`src/rtl/des_expand_mix_if.sv`:
```
// Bundle of the subkey-write port and the two valid/ready word ports
// of the DES expansion/key-mix stage.
interface des_expand_mix_if;
    logic        key_we;
    logic [3:0]  key_addr;
    logic [47:0] key_data;
    logic        in_valid;
    logic        in_ready;
    logic [31:0] in_r;
    logic [3:0]  in_round;
    logic        out_valid;
    logic        out_ready;
    logic [47:0] out_x;
    logic [3:0]  out_round;

    modport master (
        output key_we, key_addr, key_data,
        output in_valid, in_r, in_round,
        output out_ready,
        input  in_ready, out_valid, out_x, out_round
    );

    modport slave (
        input  key_we, key_addr, key_data,
        input  in_valid, in_r, in_round,
        input  out_ready,
        output in_ready, out_valid, out_x, out_round
    );
endinterface

```
`src/rtl/des_expand_mix.sv`:
```
// DES round front end: expands the 32-bit right half to 48 bits, mixes in
// the round subkey from a 16-entry store, and hands eight 6-bit S-box
// inputs downstream through a two-stage valid/ready pipeline.
module des_expand_mix (
    input  logic            clk,
    input  logic            reset,
    des_expand_mix_if.slave bus
);

    logic [47:0] key_store [16];

    logic        vld_p0;
    logic [47:0] e_p0;
    logic [47:0] key_p0;
    logic [3:0]  round_p0;

    logic        vld_p1;
    logic [47:0] x_p1;
    logic [3:0]  round_p1;

    logic        adv_p0;
    logic        adv_p1;

    // DES E expansion. Output group j (S-box j+1) takes R bits 4j..4j+5
    // in DES numbering, wrapping 0 -> 32 and 33 -> 1. DES bit n of R is
    // r[32-n]; output position m is e[48-m].
    function automatic logic [47:0] des_expand(input logic [31:0] r);
        logic [47:0] e;
        int t;
        e = '0;
        for (int j = 0; j < 8; j++) begin
            for (int k = 0; k < 6; k++) begin
                t = (4 * j + k + 31) % 32;
                e[47 - (6 * j + k)] = r[31 - t];
            end
        end
        return e;
    endfunction

    // A stage may load when it is empty or its contents move on this cycle.
    always_comb begin
        adv_p1 = ~vld_p1 | bus.out_ready;
        adv_p0 = ~vld_p0 | adv_p1;
    end

    assign bus.in_ready  = adv_p0;
    assign bus.out_valid = vld_p1;
    assign bus.out_x     = x_p1;
    assign bus.out_round = round_p1;

    // Subkey store; the stage-A read below sees the pre-edge contents, so a
    // same-cycle write to the entry being read only affects later words.
    always_ff @(posedge clk) begin
        if (reset) begin
            for (int i = 0; i < 16; i++) key_store[i] <= '0;
        end else if (bus.key_we) begin
            key_store[bus.key_addr] <= bus.key_data;
        end
    end

    // ---- stage A (p0): expansion and subkey fetch on input acceptance ----
    always_ff @(posedge clk) begin
        if (reset) begin
            vld_p0   <= 1'b0;
            e_p0     <= '0;
            key_p0   <= '0;
            round_p0 <= '0;
        end else if (adv_p0) begin
            vld_p0 <= bus.in_valid;
            if (bus.in_valid) begin
                e_p0     <= des_expand(bus.in_r);
                key_p0   <= key_store[bus.in_round];
                round_p0 <= bus.in_round;
            end
        end
    end

    // ---- stage B (p1): key mix into the output register ----
    always_ff @(posedge clk) begin
        if (reset) begin
            vld_p1   <= 1'b0;
            x_p1     <= '0;
            round_p1 <= '0;
        end else if (adv_p1) begin
            vld_p1 <= vld_p0;
            if (vld_p0) begin
                x_p1     <= e_p0 ^ key_p0;
                round_p1 <= round_p0;
            end
        end
    end

endmodule

```
`src/flat_wrapper.sv`:
```
// flat-port wrapper written by rule: the top's interface ports become plain ports
module des_expand_mix_flat 
  (clk, reset, bus_key_we, bus_key_addr, bus_key_data, bus_in_valid, bus_in_r, bus_in_round, bus_out_ready, bus_in_ready, bus_out_valid, bus_out_x, bus_out_round);
  des_expand_mix_if bus_i ();
  input  logic clk;
  input  logic reset;
  input wire logic [$bits(bus_i.key_we)-1:0] bus_key_we;
  input wire logic [$bits(bus_i.key_addr)-1:0] bus_key_addr;
  input wire logic [$bits(bus_i.key_data)-1:0] bus_key_data;
  input wire logic [$bits(bus_i.in_valid)-1:0] bus_in_valid;
  input wire logic [$bits(bus_i.in_r)-1:0] bus_in_r;
  input wire logic [$bits(bus_i.in_round)-1:0] bus_in_round;
  input wire logic [$bits(bus_i.out_ready)-1:0] bus_out_ready;
  output wire logic [$bits(bus_i.in_ready)-1:0] bus_in_ready;
  output wire logic [$bits(bus_i.out_valid)-1:0] bus_out_valid;
  output wire logic [$bits(bus_i.out_x)-1:0] bus_out_x;
  output wire logic [$bits(bus_i.out_round)-1:0] bus_out_round;
  assign bus_i.key_we = bus_key_we;
  assign bus_i.key_addr = bus_key_addr;
  assign bus_i.key_data = bus_key_data;
  assign bus_i.in_valid = bus_in_valid;
  assign bus_i.in_r = bus_in_r;
  assign bus_i.in_round = bus_in_round;
  assign bus_i.out_ready = bus_out_ready;
  assign bus_in_ready = bus_i.in_ready;
  assign bus_out_valid = bus_i.out_valid;
  assign bus_out_x = bus_i.out_x;
  assign bus_out_round = bus_i.out_round;
  des_expand_mix u_core (.clk(clk), .reset(reset), .bus(bus_i));
endmodule
```
`config.mk`:
```
export PLATFORM = sky130hd
export DESIGN_NAME = des_expand_mix_flat
export DESIGN_NICKNAME = d
export VERILOG_FILES = /design/src/rtl/des_expand_mix_if.sv /design/src/rtl/des_expand_mix.sv /design/src/flat_wrapper.sv
export SDC_FILE = /design/constraint.sdc
export NUM_CORES = 1
export LEC_CHECK = 0
export BUFFER_PORTS_ARGS = -buffer_cell sky130_fd_sc_hd__buf_2
export CAP_MARGIN = 25
export CORE_MARGIN = 2
export CORE_UTILIZATION = 30
export CTS_BUF_LIST = sky130_fd_sc_hd__clkbuf_4 sky130_fd_sc_hd__clkbuf_8
export DETAILED_ROUTE_END_ITERATION = 10
export SYNTH_ARGS = -nofsm -noshare
export SYNTH_HDL_FRONTEND = slang
export SYNTH_SLANG_ARGS = --single-unit
```
`constraint.sdc`:
```
create_clock -name clk -period 3.15 [get_ports clk]
set_input_delay 0.63 -clock clk [delete_from_list [all_inputs] [get_ports clk]]
set_output_delay 0.63 -clock clk [all_outputs]
set_load 0.02 [all_outputs]
```
* Word level (Yosys, flattened, before mapping)
Memories as Yosys holds them, arrays and structs flattened. A register that Yosys moved wholly into a read port is not among the register bits.
Index checks and enable logic that the tools add are counted.
** Word-level totals
- Input bits :: 93
- Output and inout bits :: 54
- Bits in read-only memories :: 0
- Memories :: 1
- Memory bits (writable) :: 768
- Register bits after elaboration :: 106
- Bits in latches :: 0
** Operators by class
- $mul :: 0
- Bitwise gates (word level) :: 5
- Muxes and demuxes :: 8
- Magnitude comparators :: 0
- Equal/unequal tests :: 0
- Add/subtract/negate cells :: 0
- Reductions and logical operators :: 3
- Divide/modulo/power cells :: 0
- Shift-type cells :: 0
** Memory list
- u_core.key_store :: words 16, width 48, rd ports 1, clocked after Yosys merged registers in 1, write ports 16, line des_expand_mix.sv:10 : logic [47:0] key_store [16];
** Operator list (count)
- $mux 48 :: 1
- $reduce_or 48->1 :: 1
- $xor 48x48->48 :: 1
- $mux 1 :: 6
- $mux 4 :: 1
- $reduce_and 2->1 :: 2
- $not 1->1 :: 2
- $or 1x1->1 :: 2

* Logic depth before layout (Yosys ltp)
- Depth after elaboration :: 5
- Depth in mapped cells :: 8
- Mapped depth without buffers :: 4

* Worst setup path after synthesis
No wires, ideal clock.
- Kind :: input to register
- From :: input port bus_key_addr[0]
- To :: memory u_core.key_store[0][0] (enable)
- Required time :: 2.766 ns
- Stages :: 4
- Arrival time :: 2.358 ns
- Slack :: 0.408 ns
- Path buffers :: 1
- Cell sequence :: or4b_4 nor3_1 clkbuf_1 or2_2
** RTL lines
- start, declared :: line flat_wrapper.sv:8 : input wire logic [$bits(bus_i.key_addr)-1:0] bus_key_addr;
- end, declared :: line des_expand_mix.sv:10

* Final worst setup path
- From :: register u_core.vld_p1 (netlist: u_core.bus.out_valid)
- To :: output port bus_in_ready
** On the way
- Cells in the longest elaborated chain, start to end :: 3
** Ends and longest elaborated chain
- start, declared :: line des_expand_mix.sv:17 : logic vld_p1;
- start signal, assigned :: line des_expand_mix.sv:85 : vld_p1 <= vld_p0;
- $not 1->1 :: line des_expand_mix.sv:42 : adv_p1 = ~vld_p1 | bus.out_ready;
- $or 1x1->1 :: line des_expand_mix.sv:42
- $or 1x1->1 :: line des_expand_mix.sv:43 : adv_p0 = ~vld_p0 | adv_p1;
- end, declared :: line flat_wrapper.sv:14 : output wire logic [$bits(bus_i.in_ready)-1:0] bus_in_ready;
No other way between the ends.

==> metrics.csv <==
stage,metric,value,unit
critical_path,CP Launch Type,flip-flop,
run_status,outcome,"finished, final reports clean",
logic_synthesis,largest area contributor in the netlist,edfxtp_1,
placed_design,port bufs,146,
critical_path,Critical Path AT,2.01,ns
clock_tree,clk_lat worst skew,0.82,ns
grt,vias in the first global route,23418,
logic_synthesis,Cells after Synth,2673,
logic_synthesis,Synth top area share,57.6,%
final_layout,fraction of layout cells with a size suffix above 1,28.3,%
drt,drc violations,0,
critical_path,Setup CP Type,flip-flop to output port,
floorplanning,core area,133000,um2
clock_tree,# resized after CTS,0,
sta,fin worst setup slack,0.507,ns
final_layout,Final Instance Count excl. Fillers,4709,
drt,"wirelength, routed",113000,um
clock_tree,Setup Buffers After CTS,0,
sta,setup TNS,0,ns
floorplanning,Initial Util,30.1,%
drt,average wire per standard cell,23.9,um
power_and_ir_drop,leakage,16.0,nW
final_layout,area grow syn2layout,16.0,%
floorplanning,overall die width,369,um
clock_tree,# clock sinks,906,
placed_design,Placed Instances,4425,
logic_synthesis,Post-Syn Nets,2766,
placed_design,pre-CTS setup slack,0.510,ns
sta,Fin. Hold Viols,0,
sta,RSZ-0062 raised after global routing,no,
logic_synthesis,register area share after synthesis,64.5,%
floorplanning,Die ar.,136000,um2
clock_tree,CTS tree,built,
logic_synthesis,#FFs+latches synth,906,
logic_synthesis,Yosys cell types,29,
sta,final setup fails,0,
power_and_ir_drop,P_int,20.6,mW
clock_tree,Max clock buf depth,3,
drt,Post-DRT Antenna Nets,0,
drt,vias per inst,4.91,
clock_tree,htree depth,4,
worst_hold_path,Min-Delay Path Class,input port to flip-flop,
critical_path,Slowest cell on crit path,and3b_1,
sta,crit path time final,2.64,ns
logic_synthesis,top post-synthesis cells by area,"edfxtp_1 (58%), and2_1 (12%), mux4_2 (11%)",
grt,gr ovfl total,0,
critical_path,WP buf/inv,2,
sta,Least-Margin Pin Slew,0.997,ns
power_and_ir_drop,pwr/cell area,581,nW/um2
clock_tree,CTS root buffer,clkbuf_8,
power_and_ir_drop,worst vdd ir,0.393,mV
grt,antenna violations before repair,30,
floorplanning,Die Ht,369,um
placed_design,HPWL Detailed,64900,um
grt,largest net degree at the start of global routing,157,
power_and_ir_drop,overall power,27.0,mW
power_and_ir_drop,Sequential Power Share,51.9,%
clock_tree,Worst-path clk slew,0.06,ns
placed_design,routability cong.,0.750,
sta,Final Max Tran Viols,0,
power_and_ir_drop,Sw Ratio,23.8,%
drt,1st-iter DRT viols,2542,
sta,clock skew,0.0294,ns
critical_path,critical path peak fanout,10,
clock_tree,# hold bufs at CTS,0,
grt,busiest grt layer,met2,
final_layout,fill count,12695,
grt,GRT met3 Usage,4.47,%
sta,max_slew headroom,33.5,%
grt,global-route wire length before repair,163000,um
power_and_ir_drop,combinational power share,8.3,%
logic_synthesis,Yosys Warn Count,0,
floorplanning,row count,134,
power_and_ir_drop,P_sw,6.43,mW
grt,GR Util met2,25.4,%
job,MaxCap Viol Count,0,
critical_path,CP Capture Type,output port,
critical_path,"slowest stage delay, CP",0.46,ns
critical_path,CP Data Required Time,2.52,ns
logic_synthesis,Avg Inst Size Synth,15.0,um2
drt,vias,23106,
critical_path,critical path's top delay family,simple AND/OR/NAND/NOR gates,
critical_path,critical path cell sequence,and3b_1 -> inv_4 -> buf_2,
grt,grt met1 use,22.5,%
clock_tree,total CTS buffers,153,
drt,DR pass1 iterations,5,
power_and_ir_drop,clock group share of total power,39.8,%
sta,Max Fclk,378,MHz
logic_synthesis,cell area after synthesis,40000,um2
sta,crit share post-route,83.9,%
floorplanning,IO Count,147,
grt,Total GRT Usage,16.4,%
final_layout,Final #Nets,2905,
cell type report:
cell class | instances | area (um2) | share of cell area (%)
Tap cell | 1768 | 2210 | 4.76
Timing Repair Buffer | 236 | 1940 | 4.17
Multi-Input combinational cell | 1511 | 13300 | 28.6
Antenna cell | 3 | 7.51 | 0.0162
Sequential cell | 906 | 25800 | 55.6
Clock buffer | 240 | 2860 | 6.16
Inverter | 4 | 17.5 | 0.0377
Clock inverter | 41 | 269 | 0.579
cells by family (layout without fill, tap and decap cells):
logic type / after synthesis / count (layout) / synth area share, %
AOI/OAI and AO/OA: 274 / 274 / 4.33
xor gates and xnor gates: 48 / 48 / 1.05
DFF: 906 / 906 / 64.5
muxes: 288 / 288 / 13.5
other: 0 / 3 / 0
and+or+nand+nor: 901 / 901 / 13.9
buffers and inverters: 256 / 521 / 2.68
synthesized netlist by cell type (all sizes together):
| cell type | instances |
|---|---|
| or2 | 16 |
| a211oi | 48 |
| nand3 | 40 |
| and3b | 1 |
| buf | 44 |
| nor2 | 13 |
| inv | 4 |
| clkbuf | 208 |
| a21oi | 138 |
| edfxtp | 768 |
| a221o | 48 |
| dfxtp | 138 |
| nand4b | 1 |
| nand2b | 51 |
| mux4 | 192 |
| nor3 | 4 |
| nor4 | 2 |
| nand4bb | 2 |
| nand2 | 1 |
| and2 | 768 |
| or4b | 1 |
| o21ai | 40 |
| mux2 | 96 |
| xnor2 | 48 |
| nor2b | 1 |
flip-flops by register name, indices dropped and copies added, names as in the netlist:
signal and cells:
u_core.key_p0 48, u_core.bus.out_valid 1, u_core.bus.out_round 4, u_core.e_p0 32, u_core.bus.out_x 48, u_core.vld_p0 1
u_core.key_store 768, u_core.round_p0 4
worst min-delay path: cells and delay by family:
kind                   cells  cell delay [ns]
AND/OR/NAND/NOR            1             0.07
AO/OA/AOI/OAI              1             0.06
buffers and inverters      1             0.10
routing by layer:
metal	share of wire (%)	wire [um]	vias to the layer above
met5	0.19	214	-
met4	2.1	2390	36
met3	9.1	10200	194
met2	46	52200	927
met1	42	47800	11778
li1	-	-	10171
power groups by stage:
stage | Sequential [mW] | Combinational (mW) | Clock [mW]
2_1_floorplan | 14.2 | 1.35 | 0
3_3_place_gp | 14.2 | 2.24 | 0
3_5_place_dp | 14.2 | 2.26 | 0
4_1_cts | 14.0 | 2.27 | 11.0
5_1_grt | 14.1 | 2.39 | 11.5
6_report | 14.0 | 2.25 | 10.7
path summary, 6_finish.rpt:
check                                  startpoint                                    to  slack [ns]  cells past startpoint
max reg2reg     u_core.bus.out_valid$_SDFFE_PP0P_        u_core.key_p0[32]$_SDFFE_PP0P_        1.28                      5
min reg2reg  u_core.bus.out_round[2]$_SDFFE_PP0P_  u_core.bus.out_round[2]$_SDFFE_PP0P_        0.48                      2
min                                  bus_in_r[18]          u_core.e_p0[27]$_SDFFE_PP0P_        0.08                      3
max             u_core.bus.out_valid$_SDFFE_PP0P_                          bus_in_ready        0.51                      3
layout by cell type (no fill, tap or decap), types with 50 or more instances in the layout:
cell,instances
and2_1,768
buf_2,141
clkbuf_4,71
buf_4,52
mux4_2,192
dfxtp_1,137
clkbuf_8,170
edfxtp_1,768
a21oi_1,138
mux2_2,96
nand2b_1,50
through the flow:
stage | utilization [%] | cell area (um2) | hold WS, ns
after floorplan | - | 40000 | 0.440
after global placement | 32.6 | 43300 | 0.463
after detailed placement | 32.6 | 43300 | 0.466
after CTS | 34.9 | 46400 | 0.0125
after global routing | 34.9 | 46400 | 0.0544
final | 34.9 | 46400 | 0.0811
Power figures use the tool's default switching activity.
